[config.mk]
export PLATFORM = sky130hd
export DESIGN_NAME = tx_message_arbiter
export DESIGN_NICKNAME = d
export VERILOG_FILES = /design/src/rtl/tx_message_arbiter.sv
export SDC_FILE = /design/constraint.sdc
export NUM_CORES = 1
export LEC_CHECK = 0
export CORE_AREA = 2 2 153 155
export CTS_BUF_LIST = sky130_fd_sc_hd__clkbuf_4 sky130_fd_sc_hd__clkbuf_8
export CTS_CLUSTER_SIZE = 28
export DETAILED_ROUTE_END_ITERATION = 10
export DIE_AREA = 0 0 155 157
export PLACE_DENSITY = 0.7
export SLEW_MARGIN = 20
export SYNTH_ARGS = -nofsm -noshare
export SYNTH_HDL_FRONTEND = slang
export SYNTH_SLANG_ARGS = --single-unit
[constraint.sdc]
create_clock -name i_sys_clk -period 2 [get_ports i_sys_clk]
set_input_delay 0.4 -clock i_sys_clk [delete_from_list [all_inputs] [get_ports i_sys_clk]]
set_output_delay 0.4 -clock i_sys_clk [all_outputs]
set_load 0.02 [all_outputs]
[src/rtl/tx_message_arbiter.sv]
// TX message arbiter: picks the next frame from the high-priority buffer
// (preferred) or the TX FIFO, presents it to the bit-stream transmitter,
// and retries on error or lost arbitration until it succeeds, the retry
// limit is reached, or software aborts it.
module tx_message_arbiter #(
  parameter int MAX_RETRY = 8
) (
  input  logic         i_sys_clk,
  input  logic         i_reset,
  input  logic         i_txfifo_empty,
  output logic         o_txfifo_r_en,
  input  logic [127:0] i_txfifo_r_data,
  input  logic         i_txhpb_valid,
  input  logic [127:0] i_txhpb_data,
  output logic         o_txhpb_clr,
  output logic [127:0] o_tx_message,
  output logic         o_tx_req,
  input  logic         i_tx_done,
  input  logic         i_tx_arb_lost,
  input  logic         i_tx_error,
  input  logic         i_abort,
  output logic         o_txbsy,
  output logic         o_tx_ok,
  output logic         o_tx_fail
);

  typedef enum logic [2:0] {
    S_IDLE, S_FETCH, S_LATCH, S_REQUEST, S_BACKOFF, S_COMPLETE, S_DROP
  } state_t;

  localparam logic [3:0] MAX_RETRY_C = 4'(MAX_RETRY);

  state_t     r_state;
  logic       r_src_hpb;
  logic [3:0] r_retry;

  // Error and lost arbitration in the same cycle cost a single attempt.
  logic       w_fail_evt;
  logic [3:0] w_retry_inc;

  assign w_fail_evt  = i_tx_error | i_tx_arb_lost;
  // Saturating increment so the counter can never wrap back to zero.
  assign w_retry_inc = (r_retry == 4'hF) ? r_retry : r_retry + 4'd1;

  // Single FSM; every output is registered as a function of the state being entered.
  always_ff @(posedge i_sys_clk) begin
    if (i_reset) begin
      r_state       <= S_IDLE;
      r_src_hpb     <= 1'b0;
      r_retry       <= 4'd0;
      o_tx_message  <= 128'd0;
      o_txfifo_r_en <= 1'b0;
      o_txhpb_clr   <= 1'b0;
      o_tx_req      <= 1'b0;
      o_txbsy       <= 1'b0;
      o_tx_ok       <= 1'b0;
      o_tx_fail     <= 1'b0;
    end else begin
      o_txfifo_r_en <= 1'b0;
      o_txhpb_clr   <= 1'b0;
      o_tx_ok       <= 1'b0;
      o_tx_fail     <= 1'b0;
      case (r_state)
        S_IDLE: begin
          if (i_txhpb_valid) begin
            r_state   <= S_FETCH;
            r_src_hpb <= 1'b1;
            o_txbsy   <= 1'b1;
          end else if (!i_txfifo_empty) begin
            // Pop lands in FETCH; data is on the bus during LATCH.
            r_state       <= S_FETCH;
            r_src_hpb     <= 1'b0;
            o_txfifo_r_en <= 1'b1;
            o_txbsy       <= 1'b1;
          end
        end
        S_FETCH: r_state <= S_LATCH;
        S_LATCH: begin
          o_tx_message <= r_src_hpb ? i_txhpb_data : i_txfifo_r_data;
          r_retry      <= 4'd0;
          r_state      <= S_REQUEST;
          o_tx_req     <= 1'b1;
        end
        S_REQUEST: begin
          // Done beats any failure event, and any event beats abort.
          if (i_tx_done) begin
            r_state     <= S_COMPLETE;
            o_tx_req    <= 1'b0;
            o_tx_ok     <= 1'b1;
            o_txhpb_clr <= r_src_hpb;
          end else if (w_fail_evt) begin
            r_retry  <= w_retry_inc;
            o_tx_req <= 1'b0;
            if (w_retry_inc == MAX_RETRY_C) begin
              r_state     <= S_DROP;
              o_tx_fail   <= 1'b1;
              o_txhpb_clr <= r_src_hpb;
            end else begin
              r_state <= S_BACKOFF;
            end
          end else if (i_abort) begin
            r_state     <= S_DROP;
            o_tx_req    <= 1'b0;
            o_tx_fail   <= 1'b1;
            o_txhpb_clr <= r_src_hpb;
          end
        end
        S_BACKOFF: begin
          if (i_abort) begin
            r_state     <= S_DROP;
            o_tx_fail   <= 1'b1;
            o_txhpb_clr <= r_src_hpb;
          end else begin
            r_state  <= S_REQUEST;
            o_tx_req <= 1'b1;
          end
        end
        S_COMPLETE, S_DROP: begin
          r_state <= S_IDLE;
          o_txbsy <= 1'b0;
        end
        default: begin
          r_state  <= S_IDLE;
          o_tx_req <= 1'b0;
          o_txbsy  <= 1'b0;
        end
      endcase
    end
  end

endmodule

==> results of run 1 <==
final cells by class:
cell class,instances,area (µm²)
clock inverters,12,209
flip-flops and latches,142,2850
repair buffers,419,4250
clock buffers,18,241
well taps,285,357
fillers,2166,11400
inverters,1,3.75
multi-input cells,454,3190
layout by cell type (no fill, tap or decap), types with 3 or more instances in the layout:
master and count:
inv_6 4, buf_4 14, mux2i_1 128, bufinv_16 5
nor3_1 3, a21oi_1 9, nand3_1 6, clkbuf_8 17
nor4_1 3, clkdlybuf4s50_1 396, nand2_1 4, buf_12 9
dfxtp_1 141, a211oi_1 129, nor2_1 136
per-stage QoR:
| step | cell area, µm² | hold WS (ns) |
|---|---|---|
| after floorplan | 6360 | 0.478 |
| after global placement | 10700 | 0.484 |
| after detailed placement | 10700 | 0.490 |
| after CTS | 11100 | 0.368 |
| after global routing | 11100 | 0.396 |
| final | 11100 | 0.417 |
report_power, final:
part | switching (mW) | internal [mW] | leakage [nW]
sequential | 0.309 | 3.38 | 1.16
clock | 1.17 | 1.50 | 0.220
combinational | 2.16 | 2.20 | 2.41
state kept, by name, summed over array words and instances (netlist names):
name and flops:
o_tx_fail 1, o_tx_message 128, o_tx_ok 1, o_tx_req 1, o_txbsy 1, o_txfifo_r_en 1
o_txhpb_clr 1, r_retry 4, r_src_hpb 1, r_state 3
cells by family (layout without fill, tap and decap cells):
logic type,Yosys count,count (layout),synth area share
AND/OR/NAND/NOR,171,171,0.119
AO/OA/AOI/OAI,151,151,0.176
flip-flops,142,142,0.447
multiplexers,129,129,0.203
buffers and inverters,63,450,0.0504
XOR/XNOR,2,2,0.00276
adder cells (fa/ha/maj),1,1,0.00197
worst max path at each step:
stage,cells past startpoint,from,end
floorplan,5,r_retry[0],o_txhpb_clr
global placement,5,i_tx_done,r_retry[0]
detailed placement,5,i_tx_done,r_retry[0]
CTS,1,o_tx_message[92],o_tx_message[92]
global route,6,r_retry[0],o_txhpb_clr
finish,1,o_tx_message[35],o_tx_message[35]
worst reg2reg max path: cells and delay by family, from the launching register on:
| kind | cells | cell delay, ns |
|---|---|---|
| adder cells (fa/ha/maj) | 1 | 0.29 |
| AND/OR/NAND/NOR | 2 | 0.61 |
| flip-flops | 1 | 0.38 |
| AO/OA/AOI/OAI | 2 | 0.34 |
| buffers and inverters | 1 | 0.16 |
routing by layer:
metal	part of all wire	up-vias	routed length (µm)
met2	0.50	272	10600
li1	-	3165	-
met4	0.014	0	301
met1	0.40	2741	8630
met3	0.088	21	1890
met5	0	-	0
==> run metrics, run 1 <==
clk sink count 142; FF-to-FF End o_txhpb_clr; GRT overflow 0; root buffer cell clkbuf_8; Clock Tree Buf Depth 2; PortBufs 397; Critical Path AT 1.48 ns; class of the worst hold path in2reg; number of synthesized flops with an enable pin 0; Worst Hold Depth 2; Routed WL 21500 µm; Syn Nets 924; post-synth top area cell dfxtp_1; Syn Std Cell Area 6360 µm²; status completed; Max FO, Critical Path 2; Max-cap violations 0; Peak supply drop 358 µV; Place WS 0.0858 ns; H-tree depth 4; Worst-Skew Late Latency ~0.44 ns; most used standard cell by instance count after synthesis dfxtp_1; area grow syn2layout 74.6%; All-Layer GR Usage 0.170; global-route wire length before repair 32200 µm; Worst Hold Launch i_reset; via count 6199; # diodes 0; Max Slew Vio Count 0; CTS tree built; number of routed nets with antenna violations 0; initial core utilization 0.283; CTS clk-pin slew, worst paths around 0.09 ns; unrepaired setup endpoints after global routing false; Std-Cell Rows 55; Final Skew between 0.01 and 0.015 ns; Setup Fix Bufs, Post-CTS 0; synthesized area per cell 9.65 µm²; synth unique cells 40; R2R cell count 6; R2R setup slack 0.15 ns; Die Ht 157 µm; Residual DRC 0; DRT iter0 DRCs 381; Layout Cells excl Fill between 1000 and 1500; routability cong. approximately 0.86; clock buffer count from CTS 17; DR WL/cell 16.1 µm; Rel. slew slack 0.677; Post-Place Cells 1301; Yosys top cell area share 0.447; Final nets 1300; Worst EP required 1.60 ns; PwrDens 965 nW/µm²; Vias/cell 4.66; DRT Pass-1 Iters 4; I/O pin count roughly 400; crit start category register; die area 24300 µm²; Bufs and invs on worst path 1; synth cell count leaders dfxtp_1, nor2_1, a211oi_1, mux2i_1, buf_2; Area contributors post-synth dfxtp_1, mux2i_1, a211oi_1; CP top delay family buffers and inverters; Async S/R FF share, synth 0; met3 Use GR 0.0545; fin crit share 0.941; Pwr Total 10.7 mW; core area 22500 µm²; M2 GR Usage 0.303; Critical Path, Cell by Cell clkdlybuf4s50_1; initial antenna violation count 0; Leak Pwr 3.79 nW; Reg2Reg Launch Point r_retry[0]; share of post-route cells with drive strength above 1 0.0574; critical path class reg2out; DP Wirelength between 15000 and 20000 µm; Ys Warns 0; Worst path slowest cell clkdlybuf4s50_1; number of synthesized register bits between 100 and 150; cell count after synthesis 659; vias in the first global route about 6000; crit path capture type primary output; post-CTS sizing 0; Final WS setup 0.119 ns; width of the die 155 µm; hold_buf cts 0; Post-Route Setup TNS 0 ns; largest net degree at the start of global routing between 100 and 150; Achievable Freq roughly 530 MHz; final core utilization 0.493; final hold viol count 0; busiest layer in global routing met2; Period minus WS final 1.88 ns; Seq/Total Area, Yosys 0.447; CP max stage delay 0.64 ns; worst slew pin tran about 0.49 ns; # setup viols final 0; GR Util met1 0.192; hold endpoint o_txbsy; Top FF cell, synth dfxtp_1
Power figures use the tool's default switching activity.
==> inputs of run 2 (changes only) <==
--- a/config.mk
+++ b/config.mk
@@ -10,6 +10,7 @@
 export CTS_CLUSTER_SIZE = 28
 export DETAILED_ROUTE_END_ITERATION = 10
 export DIE_AREA = 0 0 155 157
+export MAX_ROUTING_LAYER = met4
 export PLACE_DENSITY = 0.7
 export SLEW_MARGIN = 20
 export SYNTH_ARGS = -nofsm -noshare
==> run 2 against run 1 <==
Power about the same. Clock skew up 0.0017 ns. Combinational power about the same. Via count up 0.24%. Non-clock buffer count unchanged. Sequential power about the same. Die area unchanged. Register-to-register slack about the same. Cell area unchanged. Global-route usage up 0.46 points. Critical path type unchanged. Critical endpoint is now o_tx_message[92]. Highest routed layer unchanged.
==> run metrics, run 2 (synthesis results as in run 1) <==
class of the worst hold path in2reg; clock buffer count from CTS 17; Worst path slowest cell clkdlybuf4s50_1; busiest layer in global routing met2; DRT Pass-1 Iters 4; DRT iter0 DRCs 350; crit start category register; unrepaired setup endpoints after global routing false; Layout Cells excl Fill between 1000 and 1500; fin crit share 0.938; core area between 20000 and 25000 µm²; initial antenna violation count 0; Leak Pwr about 3.8 nW; All-Layer GR Usage 0.174; GRT overflow 0; critical path class reg2out; Post-Route Setup TNS 0 ns; Final nets 1300; Logic pwr share 0.406; Final Skew between 0.015 and 0.02 ns; Worst Hold Launch i_reset; Period minus WS final ~1.9 ns; Achievable Freq 533 MHz; GR Util met1 0.197; Final Instance Area about 11000 µm²; Peak supply drop 355 µV; DR WL/cell 16.1 µm; via count 6214; Clk pwr share 0.249; # diodes 0; clk sink count about 140; Post-Place Cells 1301; width of the die 155 µm; I/O pin count just under 400; Bufs and invs on worst path 1; CP top delay family buffers and inverters; worst slew pin tran slightly below 0.5 ns; area grow syn2layout 74.6%; global-route wire length before repair 32100 µm; commonest non-fill, non-tap cells in the layout clkdlybuf4s50_1, dfxtp_1, nor2_1; post-CTS sizing 0; vias in the first global route about 6000; M2 GR Usage 0.303; initial core utilization 0.283; Max-cap violations 0; Reg2Reg Launch Point r_retry[0]; Rel. slew slack 0.676; Std-Cell Rows 55; Biggest register o_tx_message; DP Wirelength 16300 µm; PortBufs 397; Largest regs o_tx_message x128, r_retry x4, r_state x3; Critical Path AT 1.48 ns; number of routed nets with antenna violations 0; PwrDens just under 1000 nW/µm²; crit path capture type primary output; largest net degree at the start of global routing about 110; commonest non-fill, non-tap cell in the layout clkdlybuf4s50_1; CP startpoint o_tx_message[92]; met3 Use GR 0.0446; Residual DRC 0; sw frac 0.339; H-tree depth 4; Worst-Skew Late Latency 0.44 ns; CTS clk-pin slew, worst paths 0.09 ns; CP max stage delay about 0.67 ns; sw power 3.63 mW; final hold viol count 0; Max Slew Vio Count 0; root buffer cell clkbuf_8; hold_buf cts 0; Die Ht 157 µm; share of post-route cells with drive strength above 1 0.0574; Flop pwr share 0.345; Clock Tree Buf Depth 2; CTS tree built; cell internal pwr 7.08 mW; Vias/cell 4.67; Max FO, Critical Path 2; placed inst area 10700 µm²; Setup Fix Bufs, Post-CTS 0; Worst EP required around 1.6 ns; Routed WL 21400 µm; routability cong. 0.875; die area 24300 µm²; flip-flop count of the largest register after layout 128; Critical Path, Cell by Cell clkdlybuf4s50_1; # setup viols final 0; status completed
==> run 2: cell counts in the layout (fill, tap and decap cells not counted) <==
No cell type changed its count.
==> run 2: layout make-up <==
class / count / area, µm²
clock buffer: 18 / 241
clock inverter: 12 / 209
fill: 2166 / 11400
inverter: 1 / 3.75
multi-input combinational: 454 / 3190
sequential: 142 / 2850
tap: 285 / 357
timing repair buffer: 419 / 4250
==> run 2: worst register-to-register path, delay by kind of cell (launching register included) <==
family	cells	cell delay (ns)
buf+inv	1	0.15
simple gates	2	0.61
fa+ha+maj	1	0.29
compound gates	2	0.35
flops	1	0.38
==> run 2: worst paths after layout <==
kind                                          to  slack (ns)  cells past startpoint
worst min-delay path                     o_txbsy        0.41                      2
worst max-delay path            o_tx_message[92]        0.12                      1
worst max register to register       o_txhpb_clr        0.14                      6
worst min register to register  o_tx_message[61]        0.50                      2
==> run 2: power groups by stage <==
stage          clock [mW]  sequential (mW)  combinational [mW]
2_1_floorplan           0             4.37                1.74
3_3_place_gp            0             3.74                4.35
3_5_place_dp            0             3.76                4.39
4_1_cts              2.77             3.70                4.40
5_1_grt              2.87             3.77                4.69
6_report             2.67             3.69                4.35
==> run 2: metrics by stage <==
stage	setup WS (ns)	total power [mW]	util	hold slack, ns
after CTS	0.0583	10.9	0.493	0.368
final	0.125	10.7	0.493	0.414
after detailed placement	0.0858	8.15	0.473	0.490
after global placement	0.120	8.09	0.473	0.484
after floorplan	0.418	6.11	-	0.478
after global routing	0.00840	11.3	0.493	0.394
==> run 2: per-layer routing <==
metal / share of wire / up-vias
met4: 0.014 / 0
met2: 0.50 / 278
met3: 0.076 / 20
li1: - / 3178
met1: 0.41 / 2738
met5: 0 / -
